===== config.mk =====
export PLATFORM = sky130hd
export DESIGN_NAME = bmp_stream_writer
export DESIGN_NICKNAME = d
export VERILOG_FILES = /design/src/rtl/bmp_stream_writer.sv
export SDC_FILE = /design/constraint.sdc
export NUM_CORES = 1
export LEC_CHECK = 0
export CORE_ASPECT_RATIO = 1.4
export CORE_MARGIN = 2
export CORE_UTILIZATION = 57
export DETAILED_ROUTE_END_ITERATION = 7
export PLACE_DENSITY = 0.87
export SLEW_MARGIN = 10
export SYNTH_ARGS = -nofsm -noshare
export SYNTH_HDL_FRONTEND = slang
export SYNTH_SLANG_ARGS = --single-unit
export TNS_END_PERCENT = 50

===== constraint.sdc =====
create_clock -name clk -period 7.04 [get_ports clk]
set_input_delay 1.408 -clock clk [delete_from_list [all_inputs] [get_ports clk]]
set_output_delay 1.408 -clock clk [all_outputs]
set_load 0.02 [all_outputs]

===== src/rtl/bmp_stream_writer.sv =====
// Frames a stream of filtered pixel bytes into a complete 24-bit uncompressed BMP file.
// The output is a 54-byte header, then bottom-up rows zero-padded to a 4-byte multiple.
module bmp_stream_writer #(
  parameter int WIDTH  = 512,
  parameter int HEIGHT = 512
) (
  input  logic        clk,
  input  logic        rst,
  input  logic        start,
  input  logic        in_valid,
  input  logic [31:0] in_data,
  output logic        in_ready,
  output logic        out_valid,
  output logic [7:0]  out_data,
  input  logic        out_ready,
  output logic        out_last,
  output logic        busy,
  output logic        done
);
  localparam int ROW_BYTES = 3 * WIDTH;
  localparam int PAD       = (4 - ROW_BYTES % 4) % 4;
  localparam int IMG_SIZE  = HEIGHT * (ROW_BYTES + PAD);
  localparam int FILE_SIZE = 54 + IMG_SIZE;

  localparam logic [31:0] FILE_SIZE_W = 32'(FILE_SIZE);
  localparam logic [31:0] IMG_SIZE_W  = 32'(IMG_SIZE);
  localparam logic [31:0] WIDTH_W     = 32'(WIDTH);
  localparam logic [31:0] HEIGHT_W    = 32'(HEIGHT);
  localparam logic [13:0] COL_LAST    = 14'(ROW_BYTES - 1);
  localparam logic [11:0] ROW_LAST    = 12'(HEIGHT - 1);
  localparam logic [1:0]  PAD_LAST    = 2'((PAD == 0) ? 0 : PAD - 1);

  localparam logic [2:0] S_IDLE   = 3'd0;
  localparam logic [2:0] S_HEADER = 3'd1;
  localparam logic [2:0] S_DATA   = 3'd2;
  localparam logic [2:0] S_PAD    = 3'd3;
  localparam logic [2:0] S_FLUSH  = 3'd4;

  logic [2:0]  state_q, state_d;
  logic [5:0]  hdr_idx_q, hdr_idx_d;
  logic [13:0] col_cnt_q, col_cnt_d;
  logic [11:0] row_cnt_q, row_cnt_d;
  logic [1:0]  pad_cnt_q, pad_cnt_d;
  logic        out_valid_q, out_valid_d;
  logic [7:0]  out_data_q, out_data_d;
  logic        out_last_q, out_last_d;
  logic        busy_q, busy_d;
  logic        done_q, done_d;

  logic        slot_free;
  logic        row_done;
  logic [31:0] hdr_word;
  logic [1:0]  hdr_sel;
  logic [7:0]  hdr_byte;
  logic        unused_in_hi;

  assign unused_in_hi = ^in_data[31:8];
  assign slot_free    = !out_valid_q || out_ready;
  assign in_ready     = (state_q == S_DATA) && slot_free;
  assign out_valid    = out_valid_q;
  assign out_data     = out_data_q;
  assign out_last     = out_last_q;
  assign busy         = busy_q;
  assign done         = done_q;

  // Every header field starts at an offset that is 2 mod 4, so the byte lane
  // within its 32-bit word is (idx + 2) mod 4; "BM" sits in the upper lanes.
  always_comb begin
    hdr_sel  = hdr_idx_q[1:0] + 2'd2;
    hdr_word = 32'd0;
    if (hdr_idx_q <= 6'd1)                             hdr_word = 32'h4D42_0000;
    else if (hdr_idx_q <= 6'd5)                        hdr_word = FILE_SIZE_W;
    else if (hdr_idx_q >= 6'd10 && hdr_idx_q <= 6'd13) hdr_word = 32'd54;
    else if (hdr_idx_q >= 6'd14 && hdr_idx_q <= 6'd17) hdr_word = 32'd40;
    else if (hdr_idx_q >= 6'd18 && hdr_idx_q <= 6'd21) hdr_word = WIDTH_W;
    else if (hdr_idx_q >= 6'd22 && hdr_idx_q <= 6'd25) hdr_word = HEIGHT_W;
    else if (hdr_idx_q >= 6'd26 && hdr_idx_q <= 6'd29) hdr_word = 32'h0018_0001;
    else if (hdr_idx_q >= 6'd34 && hdr_idx_q <= 6'd37) hdr_word = IMG_SIZE_W;
    else if (hdr_idx_q >= 6'd38 && hdr_idx_q <= 6'd45) hdr_word = 32'd2835;
    hdr_byte = hdr_word[8*hdr_sel +: 8];
  end

  always_comb begin
    state_d     = state_q;
    hdr_idx_d   = hdr_idx_q;
    col_cnt_d   = col_cnt_q;
    row_cnt_d   = row_cnt_q;
    pad_cnt_d   = pad_cnt_q;
    out_valid_d = out_valid_q;
    out_data_d  = out_data_q;
    out_last_d  = out_last_q;
    busy_d      = busy_q;
    done_d      = 1'b0;
    row_done    = 1'b0;

    // A free slot drains unless something below loads it this cycle.
    if (slot_free) begin
      out_valid_d = 1'b0;
      out_last_d  = 1'b0;
    end

    case (state_q)
      S_IDLE: begin
        if (start) begin
          state_d   = S_HEADER;
          busy_d    = 1'b1;
          hdr_idx_d = 6'd0;
        end
      end
      S_HEADER: begin
        if (slot_free) begin
          out_valid_d = 1'b1;
          out_data_d  = hdr_byte;
          if (hdr_idx_q == 6'd53) begin
            hdr_idx_d = 6'd0;
            state_d   = S_DATA;
          end else begin
            hdr_idx_d = hdr_idx_q + 6'd1;
          end
        end
      end
      S_DATA: begin
        if (in_valid && slot_free) begin
          out_valid_d = 1'b1;
          out_data_d  = in_data[7:0];
          if (col_cnt_q == COL_LAST) begin
            col_cnt_d = 14'd0;
            if (PAD > 0) state_d = S_PAD;
            else         row_done = 1'b1;
          end else begin
            col_cnt_d = col_cnt_q + 14'd1;
          end
        end
      end
      S_PAD: begin
        if (slot_free) begin
          out_valid_d = 1'b1;
          out_data_d  = 8'h00;
          if (pad_cnt_q == PAD_LAST) begin
            pad_cnt_d = 2'd0;
            row_done  = 1'b1;
          end else begin
            pad_cnt_d = pad_cnt_q + 2'd1;
          end
        end
      end
      S_FLUSH: begin
        if (out_valid_q && out_ready) begin
          done_d  = 1'b1;
          busy_d  = 1'b0;
          state_d = S_IDLE;
        end
      end
      default: state_d = S_IDLE;
    endcase

    // The byte loaded this cycle closed a row; on the final row it ends the file.
    if (row_done) begin
      if (row_cnt_q == ROW_LAST) begin
        row_cnt_d  = 12'd0;
        out_last_d = 1'b1;
        state_d    = S_FLUSH;
      end else begin
        row_cnt_d = row_cnt_q + 12'd1;
        state_d   = S_DATA;
      end
    end
  end

  always_ff @(posedge clk) begin
    if (rst) begin
      state_q     <= S_IDLE;
      hdr_idx_q   <= 6'd0;
      col_cnt_q   <= 14'd0;
      row_cnt_q   <= 12'd0;
      pad_cnt_q   <= 2'd0;
      out_valid_q <= 1'b0;
      out_data_q  <= 8'h00;
      out_last_q  <= 1'b0;
      busy_q      <= 1'b0;
      done_q      <= 1'b0;
    end else begin
      state_q     <= state_d;
      hdr_idx_q   <= hdr_idx_d;
      col_cnt_q   <= col_cnt_d;
      row_cnt_q   <= row_cnt_d;
      pad_cnt_q   <= pad_cnt_d;
      out_valid_q <= out_valid_d;
      out_data_q  <= out_data_d;
      out_last_q  <= out_last_d;
      busy_q      <= busy_d;
      done_q      <= done_d;
    end
  end
endmodule

# After elaboration in Yosys (flattened, before gate mapping)
# Cells that the tools add are included.
# totals
wordCells	119
regBits	49
inputBits	37
# classes
muxes	43
order_cmp	16
n_shift	1
n_addsub	5
eq_ne	17
n_reduce_logical	26
bitwise	1
# ops
op	count
21-bit 2-to-1 mux	6
32-bit by 6-bit variable part select with 8-bit output	1
31-bit 2-to-1 mux	1
6-bit by 5-bit <= comparator with 1-bit output, second input constant	4
12-bit 2-to-1 mux	2
8-bit 2-to-1 mux	3
8-bit case mux with 3 select lines	1
20-bit 2-to-1 mux	1
6-bit by 5-bit greater-or-equal comparator with 1-bit output, second input constant	3
3-bit 2-to-1 mux	6
6-bit 2-to-1 mux	3
14-bit by 1-bit adder with 14-bit output, second input constant	1
14-bit by 11-bit equality test with 1-bit output, second input constant	1
14-bit 2-to-1 mux	1
1-bit 2-to-1 mux	13
12-bit by 1-bit adder with 12-bit output, second input constant	1
12-bit by 9-bit equality test with 1-bit output, second input constant	1
6-bit by 4-bit greater-or-equal comparator with 1-bit output, second input constant	2
6-bit greater-or-equal comparator, second input constant	2
6-bit <= comparator, second input constant	2
3-bit inequality test, second input constant	4
3-bit case mux with 4 select lines	1
6-bit case mux with 2 select lines	1
1-bit logical AND	10
other kinds (26)	38

# Depth between registers and ports, before layout
# depth
ltp_word	14
depth_mapped	9
depth_no_buf	7

# Least setup slack after synthesis
# Ideal clock, no wire load.
# synth_path
path_type	input -> output
from	in out_ready
to	out in_ready
setup_slack_ps	3680
path_buffers	0
cell_stages	2
t_required_ps	5632
t_arrival_ps	1952
cell_sequence	nor2b_1 > nor3_1
# synth_between
elab_chain_len	2
# synth_rtl
element	line_no	source
start: declaration	15	input logic out_ready,
1-bit logical OR	58	assign slot_free = !out_valid_q || out_ready;
1-bit logical AND	59	assign in_ready = (state_q == S_DATA) && slot_free;
end: declaration	12	output logic in_ready,
# No other way between the ends.

# Final worst setup path
# Ends and elaborated chain as after synthesis.

==> run_summary.xml <==
<?xml version="1.0" encoding="UTF-8"?>
<metrics>
  <group name="grt">
    <metric name="globalRouteMet1Util" unit="">0.2815</metric>
    <metric name="met2_routing_resource_usage_after_global_routing" unit="">0.4106</metric>
    <metric name="grt_max_degree" unit="">31</metric>
    <metric name="gr-total-overflow" unit="">0</metric>
    <metric name="grt.busiest_layer" unit="">met2</metric>
    <metric name="antenna_found_initial" unit="">0</metric>
    <metric name="grt_util_met3" unit="">0.05065</metric>
    <metric name="groute.usage.overall" unit="">0.2357</metric>
    <metric name="grt_pass1_vias" unit="">2392</metric>
    <metric name="grt_pass1_wl" unit="microns">10470</metric>
  </group>
  <group name="cts">
    <metric name="clkLatencyLatePin" unit="ps">300</metric>
    <metric name="clk_root_buffer_cell" unit="">clkbuf_8</metric>
    <metric name="tritoncts" unit="">yes</metric>
    <metric name="postCtsHoldBufs" unit="">0</metric>
    <metric name="post_cts.resized_instances" unit="">0</metric>
    <metric name="clockBufferDepth" unit="">2</metric>
    <metric name="numClockSinks" unit="">49</metric>
    <metric name="cts_buffers" unit="">5</metric>
    <metric name="clk_transition_reported_paths" unit="ps">90</metric>
    <metric name="number_of_h_tree_branching_levels" unit="">2</metric>
    <metric name="post-cts-setup-buffer-count" unit="">0</metric>
  </group>
  <group name="drt">
    <metric name="drt.antenna.violating_nets" unit="">0</metric>
    <metric name="firstDrtPassIters" unit="">5</metric>
    <metric name="drcViolationCount" unit="">0</metric>
    <metric name="num_vias" unit="">2577</metric>
    <metric name="route.detailed.wl_per_inst" unit="microns">14.51</metric>
    <metric name="drt_first_iter_violations" unit="">133</metric>
    <metric name="drt_wl_total" unit="microns">6110</metric>
    <metric name="viasPerCell" unit="">6.121</metric>
  </group>
  <group name="worst_setup_path">
    <metric name="regToRegSetupSlack" unit="ps">4320</metric>
    <metric name="startpoint_type" unit="">input port</metric>
    <metric name="critical_path.cell_chain" unit="">clkdlybuf4s50_1, nor2b_1, nor3_1, clkdlybuf4s50_1</metric>
    <metric name="crit-reg2reg-launch" unit="">state_q[1]$_SDFFE_PP0P_</metric>
    <metric name="timing.critical_path.arrival" unit="ps">2900</metric>
    <metric name="critical_path.endpoint_type" unit="">output pin</metric>
    <metric name="critical-path-max-stage-delay" unit="ps">560</metric>
    <metric name="cp_max_fo" unit="">6</metric>
    <metric name="setup.worst_path.end" unit="">in_ready</metric>
    <metric name="worst-r2r-cell-count" unit="">5</metric>
    <metric name="required" unit="ps">5630</metric>
    <metric name="crit_type" unit="">input port to output pin</metric>
    <metric name="critical_path.slowest_cell" unit="">clkdlybuf4s50_1</metric>
    <metric name="crit_top_cell" unit="">clkdlybuf4s50_1</metric>
    <metric name="timing.rr.end" unit="">out_last$_SDFF_PP0_</metric>
    <metric name="count_of_buffering_cells_on_the_critical_path_with_inverters_included" unit="">2</metric>
    <metric name="critical_path.startpoint" unit="">out_ready</metric>
    <metric name="critical_path_cell_count" unit="">4</metric>
    <metric name="timing.critical_path.max_delay_family" unit="">buffers and inverters</metric>
  </group>
  <group name="floorplan">
    <metric name="die_span_y" unit="microns">86.28</metric>
    <metric name="ioPinCount" unit="">50</metric>
    <metric name="core_region_area" unit="sq um">4608</metric>
    <metric name="die_area" unit="sq um">5416</metric>
    <metric name="starting_density" unit="">0.5982</metric>
    <metric name="row_count" unit="">29</metric>
    <metric name="die_w" unit="microns">62.77</metric>
  </group>
  <group name="timing">
    <metric name="clock_skew" unit="ps">7.188</metric>
    <metric name="worst-slew-pin-transition" unit="ps">847.8</metric>
    <metric name="fmax" unit="GHz">0.2322</metric>
    <metric name="grt_setup_unrepaired" unit="">false</metric>
    <metric name="setup_tns" unit="ps">0</metric>
    <metric name="final_period_minus_worst_setup_slack" unit="ps">4306</metric>
    <metric name="finalHoldViolations" unit="">0</metric>
    <metric name="layout_worst_path_cycle_share" unit="">0.6116</metric>
    <metric name="timing.max_slew.rel_slack" unit="">0.4337</metric>
    <metric name="fin_max_slew_vios" unit="">0</metric>
    <metric name="setup-violations-final" unit="">0</metric>
  </group>
  <group name="synthesis">
    <metric name="synthesis.nets" unit="">387</metric>
    <metric name="postSynthRegisterBits" unit="">49</metric>
    <metric name="main_combinational_cell_family_by_area_after_synthesis" unit="">simple AND/OR/NAND/NOR gates</metric>
    <metric name="post_synth_fa_ha_maj_area_fraction" unit="">0.03631</metric>
    <metric name="netlist.area_leader.share" unit="">0.3559</metric>
    <metric name="synth_cells" unit="">342</metric>
    <metric name="synth_area_leader_cell" unit="">dfxtp_1</metric>
    <metric name="number_of_enable_flip_flop_cells_after_synthesis" unit="">0</metric>
    <metric name="synth.most_common_cell" unit="">dfxtp_1</metric>
    <metric name="post_synth_instance_area" unit="sq um">2756</metric>
    <metric name="yosysWarningCount" unit="">0</metric>
    <metric name="postSynth.asyncResetShare" unit="">0</metric>
    <metric name="ys_types" unit="">58</metric>
    <metric name="seq_total_area_yosys" unit="">0.3559</metric>
    <metric name="synth_compound_area_frac" unit="">0.2133</metric>
    <metric name="post_synth_and_or_nand_nor_area_fraction" unit="">0.2932</metric>
    <metric name="synth.avg_cell_area" unit="sq um">8.060</metric>
    <metric name="yosys.area_share.xor_xnor" unit="">0.04766</metric>
    <metric name="netlist_top_cells_area" unit="">dfxtp_1, nor2_1, a21oi_1</metric>
    <metric name="ys_top_cells_by_count" unit="">dfxtp_1, nor2_1, a21oi_1, nand2_1, nand3_1</metric>
    <metric name="synth_mux_area_frac" unit="">0.007263</metric>
    <metric name="synth_flop_cell" unit="">dfxtp_1</metric>
  </group>
  <group name="layout">
    <metric name="antennaDiodeCount" unit="">0</metric>
    <metric name="layout_stage_area_growth_over_the_synthesis_result" unit="%">13.80</metric>
    <metric name="final_cell_area" unit="sq um">3137</metric>
    <metric name="multiInputGateArea" unit="sq um">1648</metric>
    <metric name="nNetsFinal" unit="">403</metric>
    <metric name="finish.utilization" unit="">0.6807</metric>
    <metric name="n_fill_cell" unit="">411</metric>
    <metric name="final_layout_size_suffix_gt1_frac" unit="">0.05014</metric>
    <metric name="seq_area" unit="sq um">980.9</metric>
  </group>
  <group name="power_and_ir_drop">
    <metric name="combinational_power_share" unit="">0.172</metric>
    <metric name="net-switching-power" unit="mW">0.1700</metric>
    <metric name="leakagePower" unit="nW">1.018</metric>
    <metric name="switching_share" unit="">0.2751</metric>
    <metric name="power_density" unit="nW/um^2">196.9</metric>
    <metric name="peakVddDrop" unit="V">0.0001373</metric>
    <metric name="p_seq_frac" unit="">0.485</metric>
    <metric name="share_clk_of_total_power" unit="">0.343</metric>
    <metric name="internal_portion_of_total_power" unit="mW">0.4478</metric>
  </group>
  <group name="placed_design">
    <metric name="post-dp-hpwl" unit="microns">4362</metric>
    <metric name="detailed_place.area" unit="sq um">3017</metric>
    <metric name="port_buffers" unit="">25</metric>
    <metric name="gp_routability_congestion" unit="">0.9187</metric>
  </group>
  <group name="hold_path">
    <metric name="hold_path_class" unit="">register to register</metric>
  </group>
  <group name="flow_run">
    <metric name="cap_viol_max_count" unit="">0</metric>
  </group>
  <group name="run_status">
    <metric name="run_status" unit="">finished, final reports clean</metric>
  </group>
</metrics>
==> power by group through the flow <==
stage	clock network (mW)	logic (mW)	registers, mW
after detailed placement	0	0.105	0.305
after global routing	0.227	0.116	0.301
after CTS	0.215	0.106	0.299
final	0.212	0.106	0.299
after global placement	0	0.104	0.305
after floorplan	0	0.0655	0.308
==> how the worst min path moves through the flow <==
stage / start / endpoint / cells after the start
floorplan: col_cnt_q[1]$_SDFFE_PP0P_ / col_cnt_q[1]$_SDFFE_PP0P_ / 2
global route: col_cnt_q[6]$_SDFFE_PP0P_ / col_cnt_q[6]$_SDFFE_PP0P_ / 2
detailed placement: out_last$_SDFF_PP0_ / out_last$_SDFF_PP0_ / 2
finish: out_last$_SDFF_PP0_ / out_last$_SDFF_PP0_ / 2
global placement: busy$_SDFFE_PP0P_ / busy$_SDFFE_PP0P_ / 2
CTS: out_last$_SDFF_PP0_ / out_last$_SDFF_PP0_ / 2
==> cell usage in the layout, fill, tap and decap left out, types with 2 or more instances in the layout <==
| cell type | Yosys | routed |
|---|---|---|
| o21bai_1 | 5 | 5 |
| a21o_1 | 2 | 2 |
| o31ai_1 | 9 | 9 |
| xnor2_1 | 10 | 10 |
| xor2_1 | 5 | 5 |
| nand3b_1 | 2 | 2 |
| o21a_1 | 2 | 2 |
| nor4_1 | 4 | 4 |
| a22oi_1 | 2 | 2 |
| clkdlybuf4s50_1 | 0 | 25 |
| o211ai_1 | 2 | 2 |
| or4_1 | 11 | 11 |
| and4_1 | 3 | 3 |
| nand4_1 | 8 | 8 |
| inv_1 | 12 | 12 |
| nand2b_1 | 4 | 4 |
| and3_1 | 4 | 4 |
| nor2b_1 | 5 | 5 |
| clkbuf_8 | 0 | 6 |
| mux2i_1 | 2 | 2 |
| a311oi_1 | 4 | 4 |
| o22ai_1 | 2 | 2 |
| ha_1 | 8 | 8 |
| dfxtp_1 | 49 | 49 |
| o21ai_0 | 11 | 11 |
| or3_1 | 5 | 5 |
| nand3_1 | 17 | 17 |
| a21oi_1 | 27 | 27 |
| nor2_1 | 40 | 40 |
| nor3_1 | 13 | 13 |
| buf_4 | 1 | 2 |
| a211oi_1 | 6 | 6 |
| nand2_1 | 27 | 27 |
==> worst min-delay path, stage by stage (launching register included) <==
cell	delay [ps]
dfxtp_1	320
nand2_1	50
a21oi_1	50
==> state kept, by name, indices dropped and copies added (netlist names) <==
name / count
hdr_idx_q: 6
pad_cnt_q: 2
row_cnt_q: 12
col_cnt_q: 14
out_last: 1
state_q: 3
out_valid: 1
out_data: 8
busy: 1
done: 1
==> cell families (layout without fill, tap and decap cells) <==
group,count (synthesis),count (layout)
flip-flops,49,49
AND/OR/NAND/NOR,151,151
buffers and inverters,30,47
AO/OA/AOI/OAI,87,87
multiplexers,2,2
XOR/XNOR,15,15
adder cells (fa/ha/maj),8,8
==> cell type report <==
type	count	share of cell area
well taps	62	0.02473
repair buffers	27	0.08456
clock buffers	6	0.02633
inverters	12	0.01436
flip-flops and latches	49	0.3127
multi-input cells	263	0.5253
clock inverters	2	0.01197
==> metrics by stage <==
step	hold WS [ps]	power [mW]	setup WS (ps)	cells
after floorplan	444.4	0.3731	3680	342
after global routing	508.9	0.6445	2645	421
after global placement	444.1	0.4095	2740	413
after CTS	479.4	0.6198	2737	421
after detailed placement	462.8	0.4106	2751	413
final	471.1	0.6178	2734	421
==> routing by layer <==
metal,wire length [microns],share of wire
met5,0,0
met2,3036,0.50
met1,2715,0.44
met3,219,0.036
met4,138,0.023
Power figures use the tool's default switching activity.
